**src/rtl/hook_cable_controller.sv**
```systemverilog
// Hook/cable sequencer: swings the launch direction while idle, then drives extend/retract
// speed commands for the position integrator and reports a score when a loaded hook docks.
//
//  state     | meaning
//  ----------+---------------------------------------------------------------
//  S_IDLE    | hook parked, direction swings ping-pong on frame ticks
//  S_EXTEND  | hook travels out along the frozen direction
//  S_GRAB    | one cycle, object attached, grab pulse asserted
//  S_RETRACT | hook travels home, speed reduced by carried weight
//  S_DOCK    | one cycle, hook home, score pulse if loaded
module hook_cable_controller #(
    parameter int SPEED_UNIT        = 10,
    parameter int SWING_FRAMES      = 8,
    parameter int MAX_EXTEND_FRAMES = 120
) (
    input  logic        clk,
    input  logic        resetN,
    input  logic        startOfFrame,
    input  logic        launch_key,
    input  logic        hit_object,
    input  logic        hit_border,
    input  logic [1:0]  object_weight,
    input  logic [7:0]  object_value,
    input  logic        hook_at_home,
    output logic [11:0] Xspeed_cmd,
    output logic [11:0] Yspeed_cmd,
    output logic [2:0]  dir_index,
    output logic        busy,
    output logic        grab_pulse,
    output logic        score_valid,
    output logic [7:0]  score_value
);

    localparam int SW = $clog2(SWING_FRAMES + 1);
    localparam int FW = $clog2(MAX_EXTEND_FRAMES + 1);
    localparam logic signed [11:0] SPD1 = 12'(SPEED_UNIT);
    localparam logic signed [11:0] SPD2 = 12'(2 * SPEED_UNIT);

    typedef enum logic [2:0] {
        S_IDLE,
        S_EXTEND,
        S_GRAB,
        S_RETRACT,
        S_DOCK
    } state_t;

    state_t             state_q, state_d;
    logic [2:0]         dir_q, dir_d;
    logic               swing_up_q, swing_up_d;
    logic [SW-1:0]      swing_cnt_q, swing_cnt_d;
    logic [FW-1:0]      frame_cnt_q, frame_cnt_d;
    logic               ret_seen_q, ret_seen_d;
    logic               loaded_q, loaded_d;
    logic [1:0]         weight_q, weight_d;
    logic [7:0]         value_q, value_d;
    logic signed [11:0] xspeed_q, xspeed_d;
    logic signed [11:0] yspeed_q, yspeed_d;
    logic               busy_q, busy_d;
    logic               grab_q, grab_d;
    logic               score_valid_q, score_valid_d;
    logic [7:0]         score_value_q, score_value_d;

    logic signed [11:0] ext_x, ext_y;
    logic [1:0]         eff_weight;
    logic               timeout;

    // Shift the magnitude (truncate toward zero), reverse the sign, never let a moving axis stall.
    function automatic logic signed [11:0] retract_comp(input logic signed [11:0] e,
                                                         input logic [1:0] w);
        logic [11:0] mag;
        logic [11:0] sh;
        mag = e[11] ? 12'(-e) : 12'(e);
        sh  = mag >> w;
        if (e == 12'sd0) begin
            return 12'sd0;
        end
        if (sh == 12'd0) begin
            sh = 12'd1;
        end
        return e[11] ? sh : -sh;
    endfunction

    always_comb begin
        ext_x = 12'sd0;
        ext_y = 12'sd0;
        case (dir_q)
            3'd0: begin ext_x = -SPD2; ext_y = SPD1; end
            3'd1: begin ext_x = -SPD1; ext_y = SPD2; end
            3'd2: begin ext_x = 12'sd0; ext_y = SPD2; end
            3'd3: begin ext_x = SPD1;  ext_y = SPD2; end
            3'd4: begin ext_x = SPD2;  ext_y = SPD1; end
            default: begin ext_x = 12'sd0; ext_y = 12'sd0; end
        endcase
    end

    assign eff_weight = loaded_q ? weight_q : 2'd0;
    assign timeout    = startOfFrame && (frame_cnt_q == FW'(MAX_EXTEND_FRAMES - 1));

    always_comb begin
        state_d       = state_q;
        dir_d         = dir_q;
        swing_up_d    = swing_up_q;
        swing_cnt_d   = swing_cnt_q;
        frame_cnt_d   = frame_cnt_q;
        ret_seen_d    = ret_seen_q;
        loaded_d      = loaded_q;
        weight_d      = weight_q;
        value_d       = value_q;
        xspeed_d      = xspeed_q;
        yspeed_d      = yspeed_q;
        grab_d        = 1'b0;
        score_valid_d = 1'b0;
        score_value_d = score_value_q;

        case (state_q)
            S_IDLE: begin
                xspeed_d = 12'sd0;
                yspeed_d = 12'sd0;
                if (launch_key) begin
                    state_d     = S_EXTEND;
                    frame_cnt_d = startOfFrame ? FW'(1) : FW'(0);
                    loaded_d    = 1'b0;
                    xspeed_d    = ext_x;
                    yspeed_d    = ext_y;
                end else if (startOfFrame) begin
                    if (swing_cnt_q == SW'(SWING_FRAMES - 1)) begin
                        swing_cnt_d = '0;
                        if (swing_up_q) begin
                            if (dir_q == 3'd4) begin
                                dir_d      = 3'd3;
                                swing_up_d = 1'b0;
                            end else begin
                                dir_d = dir_q + 3'd1;
                            end
                        end else begin
                            if (dir_q == 3'd0) begin
                                dir_d      = 3'd1;
                                swing_up_d = 1'b1;
                            end else begin
                                dir_d = dir_q - 3'd1;
                            end
                        end
                    end else begin
                        swing_cnt_d = swing_cnt_q + SW'(1);
                    end
                end
            end
            S_EXTEND: begin
                if (hit_object) begin
                    state_d  = S_GRAB;
                    grab_d   = 1'b1;
                    loaded_d = 1'b1;
                    weight_d = object_weight;
                    value_d  = object_value;
                end else if (hit_border || timeout) begin
                    state_d    = S_RETRACT;
                    ret_seen_d = startOfFrame;
                    xspeed_d   = retract_comp(ext_x, 2'd0);
                    yspeed_d   = retract_comp(ext_y, 2'd0);
                end else if (startOfFrame) begin
                    frame_cnt_d = frame_cnt_q + FW'(1);
                end
            end
            S_GRAB: begin
                state_d    = S_RETRACT;
                ret_seen_d = startOfFrame;
                xspeed_d   = retract_comp(ext_x, eff_weight);
                yspeed_d   = retract_comp(ext_y, eff_weight);
            end
            S_RETRACT: begin
                if (ret_seen_q && hook_at_home) begin
                    state_d  = S_DOCK;
                    xspeed_d = 12'sd0;
                    yspeed_d = 12'sd0;
                    if (loaded_q) begin
                        score_valid_d = 1'b1;
                        score_value_d = value_q;
                    end
                end else if (startOfFrame) begin
                    ret_seen_d = 1'b1;
                end
            end
            S_DOCK: begin
                state_d  = S_IDLE;
                loaded_d = 1'b0;
            end
            default: begin
                state_d = S_IDLE;
            end
        endcase

        busy_d = (state_d != S_IDLE);
    end

    always_ff @(posedge clk) begin
        if (!resetN) begin
            state_q       <= S_IDLE;
            dir_q         <= 3'd2;
            swing_up_q    <= 1'b1;
            swing_cnt_q   <= '0;
            frame_cnt_q   <= '0;
            ret_seen_q    <= 1'b0;
            loaded_q      <= 1'b0;
            weight_q      <= 2'd0;
            value_q       <= 8'd0;
            xspeed_q      <= 12'sd0;
            yspeed_q      <= 12'sd0;
            busy_q        <= 1'b0;
            grab_q        <= 1'b0;
            score_valid_q <= 1'b0;
            score_value_q <= 8'd0;
        end else begin
            state_q       <= state_d;
            dir_q         <= dir_d;
            swing_up_q    <= swing_up_d;
            swing_cnt_q   <= swing_cnt_d;
            frame_cnt_q   <= frame_cnt_d;
            ret_seen_q    <= ret_seen_d;
            loaded_q      <= loaded_d;
            weight_q      <= weight_d;
            value_q       <= value_d;
            xspeed_q      <= xspeed_d;
            yspeed_q      <= yspeed_d;
            busy_q        <= busy_d;
            grab_q        <= grab_d;
            score_valid_q <= score_valid_d;
            score_value_q <= score_value_d;
        end
    end

    assign Xspeed_cmd  = xspeed_q;
    assign Yspeed_cmd  = yspeed_q;
    assign dir_index   = dir_q;
    assign busy        = busy_q;
    assign grab_pulse  = grab_q;
    assign score_valid = score_valid_q;
    assign score_value = score_value_q;

endmodule
```
**config.mk**
```make
export PLATFORM = sky130hd
export DESIGN_NAME = hook_cable_controller
export DESIGN_NICKNAME = d
export VERILOG_FILES = /design/src/rtl/hook_cable_controller.sv
export SDC_FILE = /design/constraint.sdc
export NUM_CORES = 1
export LEC_CHECK = 0
export CAP_MARGIN = 20
export CORE_MARGIN = 2
export CORE_UTILIZATION = 53
export CTS_CLUSTER_DIAMETER = 120
export DETAILED_ROUTE_END_ITERATION = 16
export GPL_ROUTABILITY_DRIVEN = 0
export PLACE_DENSITY = 0.85
export SLEW_MARGIN = 40
export SYNTH_ARGS = -nofsm -noshare
export SYNTH_HDL_FRONTEND = slang
export SYNTH_SLANG_ARGS = --single-unit
```
**constraint.sdc**
```tcl
create_clock -name clk -period 3.4 [get_ports clk]
set_input_delay 0.51 -clock clk [delete_from_list [all_inputs] [get_ports clk]]
set_output_delay 0.51 -clock clk [all_outputs]
set_load 0.02 [all_outputs]
```
==> key figures, run 1 <==
Run status
  • Outcome: complete, no violations

CTS
  • CTS H-tree depth: 3
  • Worst skew pair latency: 340 ps
  • Clock transition at path regs: 80 ps
  • Clk sink count: 61
  • CTS Buf Count: 9
  • TritonCTS clock tree: built
  • Post-CTS Resized: 0
  • Post-CTS setup buffers: 0
  • CTS Buffer Depth: 2
  • Cts hold-fix bufs: 0
  • Root buffer cell: clkbuf_8

Critical path
  • Slowest CP cell: dfxtp_1
  • Critical path's most frequent cell: ha_1
  • Reg2reg end: Xspeed_cmd[1]
  • FF-to-FF path depth: 10
  • Largest incremental delay on the critical path: 650 ps
  • Worst Path Max Fanout: 16
  • Crit path required time: 3600 ps
  • Setup CP Type: reg2reg
  • Critical path data arrival time: 3160 ps
  • Worst Setup Start Kind: flip-flop
  • Flop2flop setup slack: 440 ps
  • Element type at the critical path end: flip-flop
  • Critical-path cell list: inv_2 -> ha_1 -> xnor2_1 -> o31ai_1 -> a211o_1 -> nand2_1 -> ha_1 -> mux2_2 -> a211oi_1 -> o22ai_1
  • Launching point of the worst reg2reg path: dir_index[2]

STA
  • Post-Route Setup TNS: 0 ps
  • RSZ-0062 raised after global routing: no
  • Tmin final: 2960 ps
  • Fin crit share: 87.1%
  • Final hold viol count: 0
  • Measured slew at the worst slew-check pin: 789 ps
  • Final slew viol count: 0
  • Max Clock Freq: 338 MHz
  • Setup violations, final: 0
  • Clk_skew: 8.93 ps
  • Max-slew headroom: 47.2%

Pwr
  • Max rail drop VDD: 0.349 mV
  • Leakage: 0.00141 uW
  • PD cells: 472 mW/mm2

Routing
  • Via count: 3116
  • DR WL/cell: 15.2 um
  • Number of DRC markers in iteration 0: 205
  • Drt via density: 5.84
  • Final WL: 8120 um
  • Antenna Nets Post-Route: 0
  • TritonRoute pass-1 iters: 5
  • DRC violations left: 0

Yosys
  • Post-synth EDFFs: 0
  • Unique cell type count in the Yosys netlist: 63
  • Async SR Flop Fraction: 0%
  • Synth Register Bits: 61
  • Ys flop type: dfxtp_1
  • Synthesized Nets: 441
  • Synth Instances: 413
  • Synthesized area: 0.00328 mm2
  • Ys Warns: 0
  • Mapped Avg Cell Area: 7.94 um2
  • Sequential area share after synthesis: 37.2%

Layout
  • Layout Utilization: 67.2%
  • Commonest non-fill, non-tap cell in the layout: dfxtp_1
  • Layout area overhead: 22.1%
  • Layout cells sized above 1: 7.19%
  • Commonest non-fill, non-tap cells in the layout: dfxtp_1, nand2_1, clkdlybuf4s50_1, a21oi_1, nor2_1
  • Nets: 482
  • Ant. Diodes: 0

Global route
  • Vias in the first global route: 2719
  • Tot GR Track Use: 24.6%
  • Largest net degree at the start of global routing: 29
  • GRT overflow: 0
  • First-pass GRT wire length: 12900 um
  • Initial antenna violation count: 0

Worst hold path
  • Hold EP: score_value[2]
  • Worst hold path stage count: 2
  • Worst Hold Class: reg2reg
  • Hold path start: score_value[2]

Job
  • Max cap viols: 0

Die
  • Chip height: 82.7 um
  • Ports: 55
  • Starting Density: 55.1%
  • Die area: 0.00683 mm2
  • # rows: 28
  • Die width: 82.7 um
  • Core Region: 0.00596 mm2

Placed design
  • IO buf count: 54
  • Final HPWL from detailed placement: 5700 um
==> cells by family after synthesis <==
| logic type | count (synthesis) | synth area share (%) |
|---|---|---|
| xor gates and xnor gates | 11 | 2.94 |
| DFF | 61 | 37.2 |
| AOI/OAI and AO/OA | 129 | 25.9 |
| and+or+nand+nor | 155 | 23.0 |
| muxes | 4 | 1.26 |
| adders and majority gates | 11 | 4.20 |
| buffers and inverters | 42 | 5.46 |
==> cell usage after synthesis, drive strengths merged (3+ instances only) <==
library cell	count	area share (%)
a211o	3	0.80
or2	3	0.57
inv	10	1.1
a211oi	6	1.4
nor2b	3	0.57
a21oi	48	7.3
and3	4	0.76
dfxtp	61	37
and2	4	0.76
nand2b	5	0.95
ha	11	4.2
nor3b	5	1.3
a222oi	3	0.92
nand2	55	6.3
clkbuf	21	2.4
buf	10	1.8
mux2i	3	0.92
nor2	38	4.3
or3	4	0.76
o21ai	23	3.5
o21bai	3	0.69
xor2	4	1.1
nand3	14	2.3
a22oi	3	0.69
nand4	3	0.57
xnor2	7	1.9
nor3	6	0.92
a31oi	5	0.95
o21a	16	3.7
==> report_power, final <==
part	switching [uW]	total, uW	internal (uW)
Clock	298	564	266
Combinational	272	488	216
Sequential	57.8	836	778
==> state kept, by name, indices dropped and copies added, names as in the netlist, 2 cells and up, named ones only <==
signal and flops:
score_value 8, Yspeed_cmd 8, value_q 8, Xspeed_cmd 12, dir_index 3, swing_cnt_q 4
weight_q 2, state_q 3, frame_cnt_q 7
==> how the worst max path moves through the flow <==
stage | slack [ps] | cells after the start | start | endpoint
floorplan | 550 | 11 | dir_index[0] | Xspeed_cmd[1]
global placement | 600 | 10 | dir_index[2] | Xspeed_cmd[1]
detailed placement | 480 | 10 | dir_index[2] | Xspeed_cmd[1]
CTS | 460 | 10 | dir_index[2] | Xspeed_cmd[1]
global route | 210 | 10 | dir_index[2] | Xspeed_cmd[1]
finish | 440 | 10 | dir_index[2] | Xspeed_cmd[1]
==> stage by stage <==
step	setup WS (ps)	cell area [um2]	hold slack [ps]	instances	total power (uW)
after floorplan	550	3280	436	413	1160
after global placement	599	3830	442	518	1320
after detailed placement	479	3830	448	518	1340
after CTS	458	4000	458	534	1900
after global routing	211	4000	482	534	1980
final	440	4000	456	534	1890
==> layout make-up <==
type	instances	area, um2
multi-input combinational	310	1880
clock inverter	7	51.3
sequential	61	1220
fill	511	1950
inverter	11	41.3
clock buffer	9	124
timing repair buffer	61	593
tap	75	93.8
==> routing by layer <==
metal | wire (um) | vias to the layer above | part of all wire [%] | GRT usage, %
met5 | 0 | - | 0 | 0
met4 | 151 | 0 | 1.9 | 11.0
met3 | 500 | 18 | 6.2 | 5.11
met2 | 3800 | 105 | 47 | 39.0
met1 | 3660 | 1447 | 45 | 32.1
li1 | - | 1546 | - | -
==> worst max-delay path, delay by kind of cell (launching register included) <==
family	cells	cell delay, ps
buffers and inverters	1	120
and+or+nand+nor	1	60
xor gates and xnor gates	1	190
muxes	1	260
DFF	1	650
AOI/OAI and AO/OA	4	870
adders and majority gates	2	660
Power figures use the tool's default switching activity.
==> run 2: changes to the inputs <==
- SETUP_SLACK_MARGIN: not set -> 0.05
- clock period: 3.4 -> 3.1 ns (I/O delays scaled with it)
==> key figures, run 2 (synthesized netlist as in run 1, its figures left out) <==
Critical path
  • Worst Path Max Fanout: 11
  • Flop2flop setup slack: 250 ps
  • Reg2reg end: Xspeed_cmd[1]
  • CP Launch Point: dir_index[0]
  • Critical path data arrival time: 3070 ps
  • Crit path required time: 3320 ps
  • Setup CP Type: reg2reg
  • Element type at the critical path end: flip-flop
  • FF-to-FF path depth: 10
  • Launching point of the worst reg2reg path: dir_index[0]
  • Worst Setup Start Kind: flip-flop

Routing
  • Number of DRC markers in iteration 0: 326
  • Via count: 3217
  • DR WL/cell: 15.0 um
  • DRC violations left: 0
  • Drt via density: 5.97
  • Final WL: 8090 um
  • TritonRoute pass-1 iters: 5
  • Antenna Nets Post-Route: 0

Layout
  • Layout area overhead: 23.4%
  • Nets: 487
  • Max reg flops: 12
  • Commonest non-fill, non-tap cell in the layout: dfxtp_1
  • Final instance area: 0.00405 mm2
  • Layout cells sized above 1: 8.62%
  • Ant. Diodes: 0
  • Post-route insts no fill: 539
  • Commonest non-fill, non-tap cells in the layout: dfxtp_1, nand2_1, clkdlybuf4s50_1, a21oi_1, nor2_1

STA
  • Setup violations, final: 0
  • Post-Route Setup TNS: 0 ps
  • Measured slew at the worst slew-check pin: 745 ps
  • Fin crit share: 91.9%
  • Final hold viol count: 0
  • Max Clock Freq: 351 MHz
  • Max-slew headroom: 50.1%
  • Tmin final: 2850 ps
  • Clk_skew: 8.65 ps
  • Final slew viol count: 0
  • RSZ-0062 raised after global routing: no

Die
  • # rows: 28
  • Die area: 0.00683 mm2
  • Chip height: 82.7 um
  • Die width: 82.7 um
  • Starting Density: 55.1%
  • Core Region: 0.00596 mm2
  • Ports: 55

Worst hold path
  • Worst Hold Class: reg2reg
  • Worst hold path stage count: 2
  • Hold path start: score_value[4]
  • Hold EP: score_value[4]

Placed design
  • DP Cell Count: 523
  • Placement Cell Area: 0.00387 mm2
  • IO buf count: 54
  • Final HPWL from detailed placement: 5660 um

CTS
  • Cts hold-fix bufs: 0
  • CTS Buffer Depth: 2
  • Post-CTS setup buffers: 0
  • CTS H-tree depth: 3
  • CTS Buf Count: 9
  • Clk sink count: 61
  • Root buffer cell: clkbuf_8
  • Worst skew pair latency: 350 ps
  • Clock transition at path regs: 80 ps
  • TritonCTS clock tree: built

Global route
  • Initial antenna violation count: 0
  • Largest net degree at the start of global routing: 29
  • First-pass GRT wire length: 12800 um
  • GRT overflow: 0
  • Tot GR Track Use: 24.7%
  • Vias in the first global route: 2745

Pwr
  • Leakage: 0.00143 uW
  • PnR Total Power: 2090 uW
  • PD cells: 518 mW/mm2
  • Max rail drop VDD: 0.389 mV

Job
  • Max cap viols: 0

Run status
  • Outcome: complete, no violations
## run 2: worst max path at each step
stage,end
3_5_place_dp,Yspeed_cmd[2]
5_1_grt,Yspeed_cmd[2]
6_report,Xspeed_cmd[1]
2_1_floorplan,Xspeed_cmd[1]
4_1_cts,Yspeed_cmd[2]
3_3_place_gp,Xspeed_cmd[1]
## run 2: layer usage
layer / vias up / part of all wire (%) / wire, um / global-route usage (%)
li1: 1565 / - / - / -
met1: 1474 / 44 / 3550 / 32.4
met2: 155 / 46 / 3720 / 39.3
met3: 23 / 7.9 / 641 / 6.96
met4: 0 / 2.1 / 172 / 7.87
met5: - / 0 / 0 / 0
## run 2: final cells by class
cell class	instances	area, um2
clock buffers	9	124
well taps	75	93.8
fillers	511	1910
repair buffers	66	631
inverters	11	41.3
multi-input cells	310	1890
clock inverters	7	51.3
flip-flops and latches	61	1220
## run 2: what timing repair did
item | in CTS | in global routing
gates resized for setup | 0 | 2
endpoints found under the setup margin | 0 | 3
hold endpoints to repair | 0 | 0
## run 2: per-stage QoR
step / setup slack, ps / hold slack, ps / utilization (%)
finish: 252 / 459 / 68.0
global placement: 391 / 443 / 64.9
detailed placement: 154 / 446 / 64.9
floorplan: 250 / 436 / -
CTS: 100 / 457 / 67.9
global route: 87.2 / 474 / 68.0
## run 2: report_power, final
group	total [uW]	internal (uW)	leakage (uW)	switching, uW
Combinational	542	243	0.000851	299
Clock	637	292	0.0000856	345
Sequential	917	853	0.000496	63.5
Total	2090	1390	0.00143	707
## run 2: critical path, stage by stage, from the launching register on
cell,delay [ps]
dfxtp_1,490
ha_1,230
ha_2,310
xnor2_1,120
o31ai_1,370
a211o_1,200
nand2_1,60
ha_1,320
mux2_2,260
a211oi_1,230
o22ai_1,130
